[src/rtl/spi_pkg.sv]
// Shared SPI definitions: FSM state encoding, frame width and mode-0 constants
// used by the master and by the slave-side bench.
package spi_pkg;

    localparam int   SPI_DATA_W = 8;
    localparam logic SPI_CPOL   = 1'b0;
    localparam logic SPI_CPHA   = 1'b0;

    typedef enum logic [2:0] {
        IDLE  = 3'd0,
        LEAD  = 3'd1,
        HIGH  = 3'd2,
        LOW   = 3'd3,
        TRAIL = 3'd4
    } spi_state_e;

endpackage

[src/rtl/spi_tick_gen.sv]
// Half-period timer for the SPI master: emits a one-cycle phase_end tick every
// CLK_DIV clk cycles while enabled, and holds the counter at zero otherwise.
module spi_tick_gen #(
    parameter int CLK_DIV = 2
) (
    input  logic clk,
    input  logic rst,
    input  logic en,
    output logic phase_end
);

    localparam int              CNT_W    = (CLK_DIV > 1) ? $clog2(CLK_DIV) : 1;
    localparam logic [CNT_W-1:0] CNT_LAST = CNT_W'(CLK_DIV - 1);
    localparam logic [CNT_W-1:0] CNT_ONE  = CNT_W'(1);

    logic [CNT_W-1:0] cnt_r;

    // Half-period counter, wraps at CLK_DIV-1 and clears whenever the master is idle
    always_ff @(posedge clk or negedge rst) begin
        if (!rst) begin
            cnt_r <= '0;
        end else if (!en) begin
            cnt_r <= '0;
        end else if (cnt_r == CNT_LAST) begin
            cnt_r <= '0;
        end else begin
            cnt_r <= cnt_r + CNT_ONE;
        end
    end

    assign phase_end = en && (cnt_r == CNT_LAST);

endmodule

[src/rtl/spi_master.sv]
// Mode-0 SPI master for the I/O expander: one 8-bit frame per accepted start.
// Define SPI_MASTER_LSB_FIRST_EN for LSB-first shifting in both directions.
module spi_master
    import spi_pkg::*;
#(
    parameter int CLK_DIV = 2,
    parameter int DATA_W  = SPI_DATA_W
) (
    input  logic              clk,
    input  logic              rst,
    input  logic              start,
    input  logic [DATA_W-1:0] tx_data,
    output logic              busy,
    output logic              done,
    output logic [DATA_W-1:0] rx_data,
    output logic              ss,
    output logic              sclk,
    output logic              mosi,
    input  logic              miso
);

    localparam int              BIT_W    = $clog2(DATA_W + 1);
    localparam logic [BIT_W-1:0] BIT_LAST = BIT_W'(DATA_W - 1);
    localparam logic [BIT_W-1:0] BIT_FULL = BIT_W'(DATA_W);
    localparam logic [BIT_W-1:0] BIT_ONE  = BIT_W'(1);

    spi_state_e        state_r, next_state_s;
    logic              phase_end_s;
    logic              load_s, shift_s, sample_s, finish_s;
    logic [BIT_W-1:0]  bit_cnt_r;
    logic [DATA_W-1:0] tx_sr_r, rx_sr_r;
    logic [DATA_W-1:0] tx_shift_s, rx_shift_s;
    logic              ss_r, sclk_r, busy_r, done_r;
    logic [DATA_W-1:0] rx_data_r;

    spi_tick_gen #(.CLK_DIV(CLK_DIV)) u_tick (
        .clk       (clk),
        .rst       (rst),
        .en        (busy_r),
        .phase_end (phase_end_s)
    );

`ifdef SPI_MASTER_LSB_FIRST_EN
    assign tx_shift_s = {1'b0, tx_sr_r[DATA_W-1:1]};
    assign rx_shift_s = {miso, rx_sr_r[DATA_W-1:1]};
    assign mosi       = tx_sr_r[0];
`else
    assign tx_shift_s = {tx_sr_r[DATA_W-2:0], 1'b0};
    assign rx_shift_s = {rx_sr_r[DATA_W-2:0], miso};
    assign mosi       = tx_sr_r[DATA_W-1];
`endif

    // FSM state register
    always_ff @(posedge clk or negedge rst) begin
        if (!rst) begin
            state_r <= IDLE;
        end else begin
            state_r <= next_state_s;
        end
    end

    // Next-state decode and datapath strobes
    always_comb begin
        next_state_s = state_r;
        load_s       = 1'b0;
        shift_s      = 1'b0;
        sample_s     = 1'b0;
        finish_s     = 1'b0;
        case (state_r)
            IDLE: begin
                if (start) begin
                    next_state_s = LEAD;
                    load_s       = 1'b1;
                end else begin
                    next_state_s = IDLE;
                end
            end
            LEAD: begin
                if (phase_end_s) begin
                    next_state_s = HIGH;
                end else begin
                    next_state_s = LEAD;
                end
            end
            HIGH: begin
                if (phase_end_s) begin
                    next_state_s = LOW;
                    sample_s     = 1'b1;
                    // the last bit stays on mosi through the final LOW and TRAIL
                    shift_s      = (bit_cnt_r != BIT_LAST);
                end else begin
                    next_state_s = HIGH;
                end
            end
            LOW: begin
                if (phase_end_s) begin
                    if (bit_cnt_r == BIT_FULL) begin
                        next_state_s = TRAIL;
                    end else begin
                        next_state_s = HIGH;
                    end
                end else begin
                    next_state_s = LOW;
                end
            end
            TRAIL: begin
                if (phase_end_s) begin
                    next_state_s = IDLE;
                    finish_s     = 1'b1;
                end else begin
                    next_state_s = TRAIL;
                end
            end
            default: begin
                next_state_s = IDLE;
            end
        endcase
    end

    // Shift registers, bit counter and received-byte holding register
    always_ff @(posedge clk or negedge rst) begin
        if (!rst) begin
            tx_sr_r   <= '0;
            rx_sr_r   <= '0;
            bit_cnt_r <= '0;
            rx_data_r <= '0;
        end else begin
            if (load_s) begin
                tx_sr_r   <= tx_data;
                rx_sr_r   <= '0;
                bit_cnt_r <= '0;
            end else begin
                if (shift_s) begin
                    tx_sr_r <= tx_shift_s;
                end
                if (sample_s) begin
                    rx_sr_r   <= rx_shift_s;
                    bit_cnt_r <= bit_cnt_r + BIT_ONE;
                end
            end
            if (finish_s) begin
                rx_data_r <= rx_sr_r;
            end
        end
    end

    // Pin and handshake outputs registered from the next state so they align with it
    always_ff @(posedge clk or negedge rst) begin
        if (!rst) begin
            ss_r   <= 1'b1;
            sclk_r <= SPI_CPOL;
            busy_r <= 1'b0;
            done_r <= 1'b0;
        end else begin
            ss_r   <= (next_state_s == IDLE);
            sclk_r <= (next_state_s == HIGH) ^ SPI_CPOL;
            busy_r <= (next_state_s != IDLE);
            done_r <= finish_s;
        end
    end

    assign ss      = ss_r;
    assign sclk    = sclk_r;
    assign busy    = busy_r;
    assign done    = done_r;
    assign rx_data = rx_data_r;

endmodule

[config.mk]
export PLATFORM = sky130hd
export DESIGN_NAME = spi_master
export DESIGN_NICKNAME = d
export VERILOG_FILES = /design/src/rtl/spi_pkg.sv /design/src/rtl/spi_tick_gen.sv /design/src/rtl/spi_master.sv
export SDC_FILE = /design/constraint.sdc
export NUM_CORES = 1
export LEC_CHECK = 0
export ABC_AREA = 1
export CORE_ASPECT_RATIO = 0.9
export CORE_MARGIN = 5
export CORE_UTILIZATION = 30
export DETAILED_ROUTE_END_ITERATION = 10
export GPL_TIMING_DRIVEN = 0
export MAX_ROUTING_LAYER = met4
export PLACE_DENSITY = 0.55
export SLEW_MARGIN = 25
export SYNTH_ARGS = -nofsm -noshare
export SYNTH_HDL_FRONTEND = slang
export SYNTH_SLANG_ARGS = --single-unit
export TNS_END_PERCENT = 30
[constraint.sdc]
create_clock -name clk -period 3 [get_ports clk]
set_input_delay 0.9 -clock clk [delete_from_list [all_inputs] [get_ports clk]]
set_output_delay 0.9 -clock clk [all_outputs]
set_load 0.01 [all_outputs]
[After elaboration in Yosys (flattened, before gate mapping)]
Index checks and enable logic that the tools add are counted.
Storage, ports and cells
  bits in registers: 36
  output and inout bits: 13
  word-level logic and storage cells: 47
Cells by class
  add/sub/neg operators: 2
  eq/ne operators: 7
  mux-type cells: 22
  reductions and logical operators: 6
Operators by type and width (count)
  2-to-1 mux 8 bit: 4
  case mux 3 bit (5 select lines): 1
  2-to-1 mux 1 bit: 11
  equality test 3 x 2 -> 1 bit (second input constant): 3
  2-to-1 mux 3 bit: 3
  2-to-1 mux 4 bit: 2
  logical NOT 3 bit: 2
  adder 4 x 1 -> 4 bit (second input constant): 1
  equality test 4 bit (second input constant): 1
  inequality test 4 x 3 -> 1 bit (second input constant): 1
  nonzero test 2 bit: 2
  equality test 3 x 1 -> 1 bit (second input constant): 1
  equality test 3 bit (second input constant): 1
  nonzero test 3 bit: 1
  2-to-1 mux 2 bit: 1
  adder 1 bit (second input constant): 1
  logical AND 1 bit: 1

[Longest topological paths before layout]
  depth in word-level cells: 5
  mapped depth: 9
  mapped depth without buffers: 9

[By module]
A second synthesis with hierarchy kept.
Second synthesis, totals
  cell total of the unflattened synthesis: 182
  area, all modules: 1630.3 sq um
Modules (own cells, without submodules)
  spi_master: instances 1, cells each 177, area an instance 1587.8 sq um, sequential area each 877.1 sq um
  spi_tick_gen: instances 1, cells each 5, area an instance 42.5 sq um, sequential area each 25.0 sq um

[Worst setup path before layout]
OpenSTA, ideal clock, no wires.
  kind: in2reg
  start: input start
  end: register tx_sr_r[1]
  arrival time: 1.578 ns
  slack: 1.296 ns
  cell stages on the path: 8
  buffers on the path: 1
  cell sequence: inv_1 -> nor2_4 -> nand2_2 -> buf_4 -> nand2_1 -> nand2_1 -> nand2_1 -> o21ai_0
Between the ends
  word-level cells in the longest chain between the ends: 3
  elaborated cells on any way between the ends: 4
Ends and longest elaborated chain
  from (decl): RTL line spi_master.sv:11  | input logic start,
  2-to-1 mux 1 bit *: RTL line spi_master.sv:71  | if (start) begin
  2-to-1 mux 1 bit *: RTL line spi_master.sv:69  | case (state_r)
  2-to-1 mux 8 bit / nonzero test 2 bit (equally long branches)
  to (signal assigned): RTL line spi_master.sv:129  | tx_sr_r <= tx_data;
  to (signal assigned): RTL line spi_master.sv:134  | tx_sr_r <= tx_shift_s;
  to (decl): RTL line spi_master.sv:31  | logic [DATA_W-1:0] tx_sr_r, rx_sr_r;
Every way passes the cells marked *; elsewhere a longest branch is shown, timed or not.
A chain may end at the register's enable or synchronous reset.

[Worst setup path in the final report]
  start: register ss_r (netlist: ss)
  end: output ss
RTL lines
  from (decl): RTL line spi_master.sv:33  | logic ss_r, sclk_r, busy_r, done_r;
  from (signal assigned): RTL line spi_master.sv:155  | ss_r <= (next_state_s == IDLE);
  to (decl): RTL line spi_master.sv:16  | output logic ss,
No word-level cell between the ends.

==> results.md <==
- Vias per cell: about 4.3
- GPL Wtd Cong: 0.731
- GRT Util Overall: between 10% and 20%
- Multiplexer share of the synthesized area: 0%
- RSZ-0062 raised after global routing: no
- Min-delay src: u_tick.cnt_r
- DRC Markers: 0
- CTS hold repair buffers: 0
- Largest family of logic cells by synthesized area: simple AND/OR/NAND/NOR gates
- Critical R2R Launch: state_r[2]
- Register bit total from synthesis: 36
- Max frequency: about 450 MHz
- Largest net degree at the start of global routing: 31
- Final period utilization: approximately three quarters
- Lkg Pwr: ~0.98 nW
- Post-synthesis sequential area ratio: roughly 56%
- Switching power: 0.000665 W
- Clock Tree Root: clkbuf_8
- Clock Path Buffers: 2
- CP max FO: 1
- Synthesis-to-finish area growth: 26.5%
- XOR/XNOR Fraction of Synth Area: less than 1%
- Total setup buffers inserted after CTS: 0
- Post-synthesis adder-cell area fraction: under 10%
- Clock Sinks: 36
- Maximum VDD drop: between 0.0002 and 0.0003 V
- Slew HR: between 70% and 80%
- Cell area after synthesis: 1620 um^2
- Req. time, crit path: 2.10 ns
- Die X: 87.5 um
- Worst Hold Depth: 1
- Crit start category: flop
- Ant diodes: 0
- DR vias: between 1000 and 1500
- FF-to-FF path depth: 5
- Syn_nets: about 200
- Dpl hpwl: around 2.3 mm
- Slowest CP cell: dfstp_2
- Sw frac: roughly 37%
- Clk pwr share: around a fifth
- Final setup viols: 0
- Reg2reg setup slack: approximately 1.5 ns
- Antenna viol nets, final: 0
- Most frequent cells in the layout: 43 x nand2_1, 35 x dfrtp_1, 32 x inv_1, 23 x clkdlybuf4s50_1
- IO Port Bufs: 24
- Worst Hold Class: flop to flop
- Outcome: finished clean
- Post-synth cell types: 22
- Fin. Hold Viols: 0
- DRT iter0 DRCs: 55
- CTS tree: done
- Cts repair resizes: 0
- Synth top area cells: dfrtp_1 54%, nand2_1 10%, inv_1 7.4%
- WL/cell: between 10 and 15 um
- Warnings, synthesis: 0
- Clk_skew: about 0.0039 ns
- Max incr delay on CP: roughly 0.52 ns
- Final WL: 3.23 mm
- Number of global-route vias before repair: roughly 1200
- Num CTS Buffers: 5
- Tightest Pin Transition: 0.315 ns
- Synth top area share: 54.1%
- Crit-path leading delay family: flip-flops
- Post-Synth Simple-Gate Area: approximately 22%
- Seq pwr share: between 40% and 50%
- Synthesized instance count: 183
- Initial antenna violation count: 0
- Crit path DAT: around 1.3 ns
- I/O pin cnt: 25
- Critical path, cell by cell: clkdlybuf4s50_1
- Grt ovf: 0
- Worst setup EP type: primary output
- Fin Setup TNS: 0 ns
- Final Slew Violations: 0
- H-tree Lvls: 2
- Die area: around 7000 um^2
- Post-Route Utilization: between 30% and 40%
- Reg clk slew, reported paths: roughly 0.07 ns
- Share of cells above drive strength 1: around a tenth
- Synth Area in Compound Gates: roughly a tenth
- Area leader, netlist: dfrtp_1
- Initial Util: between 30% and 40%
- First-pass DRT Iterations: 4
- Die height: 79.7 um
- CP Class: flop to primary output
- Tmin final: about 2.2 ns
- Core area: ~5300 um^2
- First-pass GRT wire length: ~5.5 mm
- Pint: 0.00111 W
- Clk_lat worst skew: between 0.2 and 0.3 ns
- Leading cell type in the layout, fill and taps excluded: nand2_1
- PD cells: approximately 870 nW/um^2
- Std-Cell Rows: 25
- CP bufs+invs: 1
- FF-to-FF End: rx_sr_r[1]
- Min-Delay Endpoint: u_tick.cnt_r
- Max cap viols: 0
- Mean Syn Cell Area: a little under 9 um^2
- Fin nets: about 230
- Gate power share: roughly two fifths
[routing by layer]
layer	global-route usage [%]	share of wire (%)	up-vias
li1	-	-	644
met1	13.3	50	541
met2	14.3	43	17
met3	3.51	5.1	7
met4	6.75	2.7	0
met5	-	0	-
[sequential cells by signal (all words and copies together) (netlist names), 3 cells and up]
name and count:
bit_cnt_r 4, tx_sr_r 8, rx_sr_r 8, state_r 3, rx_data 8
[kinds of logic (layout without fill, tap and decap cells)]
kind of cell               Yosys count  after routing
buffers and inverters               37             70
xor gates and xnor gates             1              1
and+or+nand+nor                     77             77
adders and majority gates            2              2
AOI/OAI and AO/OA                   30             30
DFF                                 36             36
[cell usage after synthesis]
cell type and n:
a21oi_1 1, buf_2 1, buf_4 2, buf_6 2, dfrtp_1 35, dfstp_2 1
ha_1 2, inv_1 32, nand2_1 43, nand2_2 3, nand3_1 17, nand3_2 1
nand3_4 1, nand4_1 1, nor2_1 8, nor2_2 2, nor2_4 1, o21ai_0 17
o21ai_1 5, o21ai_4 1, o22ai_1 6, xor2_1 1
[layout make-up]
cell class / count / area (um^2)
inverters: 32 / 120
well taps: 67 / 83.8
repair buffers: 25 / 255
multi-input cells: 110 / 556
plain buffers: 5 / 42.5
clock buffers: 8 / 90.1
flip-flops and latches: 36 / 902
fillers: 533 / 3210
[worst max-delay path by stage]
stage,from,end,cells past startpoint
2_1_floorplan,start,tx_sr_r[1],8
3_3_place_gp,rst,tx_sr_r[4],1
3_5_place_dp,start,tx_sr_r[1],9
4_1_cts,ss,ss,1
5_1_grt,ss,ss,1
6_report,ss,ss,1
[metrics by stage]
step                      hold WS (ns)  instances  setup slack, ns  power [W]  instance area (um^2)
after floorplan                  0.401        183             1.30    0.00122                  1620
after global placement           0.411        274            0.211    0.00143                  1940
after detailed placement         0.415        275            0.670    0.00144                  1960
after CTS                        0.425        283            0.750    0.00180                  2050
after global routing             0.442        283            0.723    0.00192                  2050
final                            0.423        283            0.771    0.00178                  2050
[power by group through the flow]
stage | registers [W] | clock network (W) | logic (W)
after floorplan | 0.000730 | 0 | 0.000495
after global placement | 0.000729 | 0 | 0.000700
after detailed placement | 0.000729 | 0 | 0.000709
after CTS | 0.000722 | 0.000362 | 0.000714
after global routing | 0.000736 | 0.000386 | 0.000795
final | 0.000723 | 0.000351 | 0.000702
No activity file was read; power rests on OpenSTA's default activity.
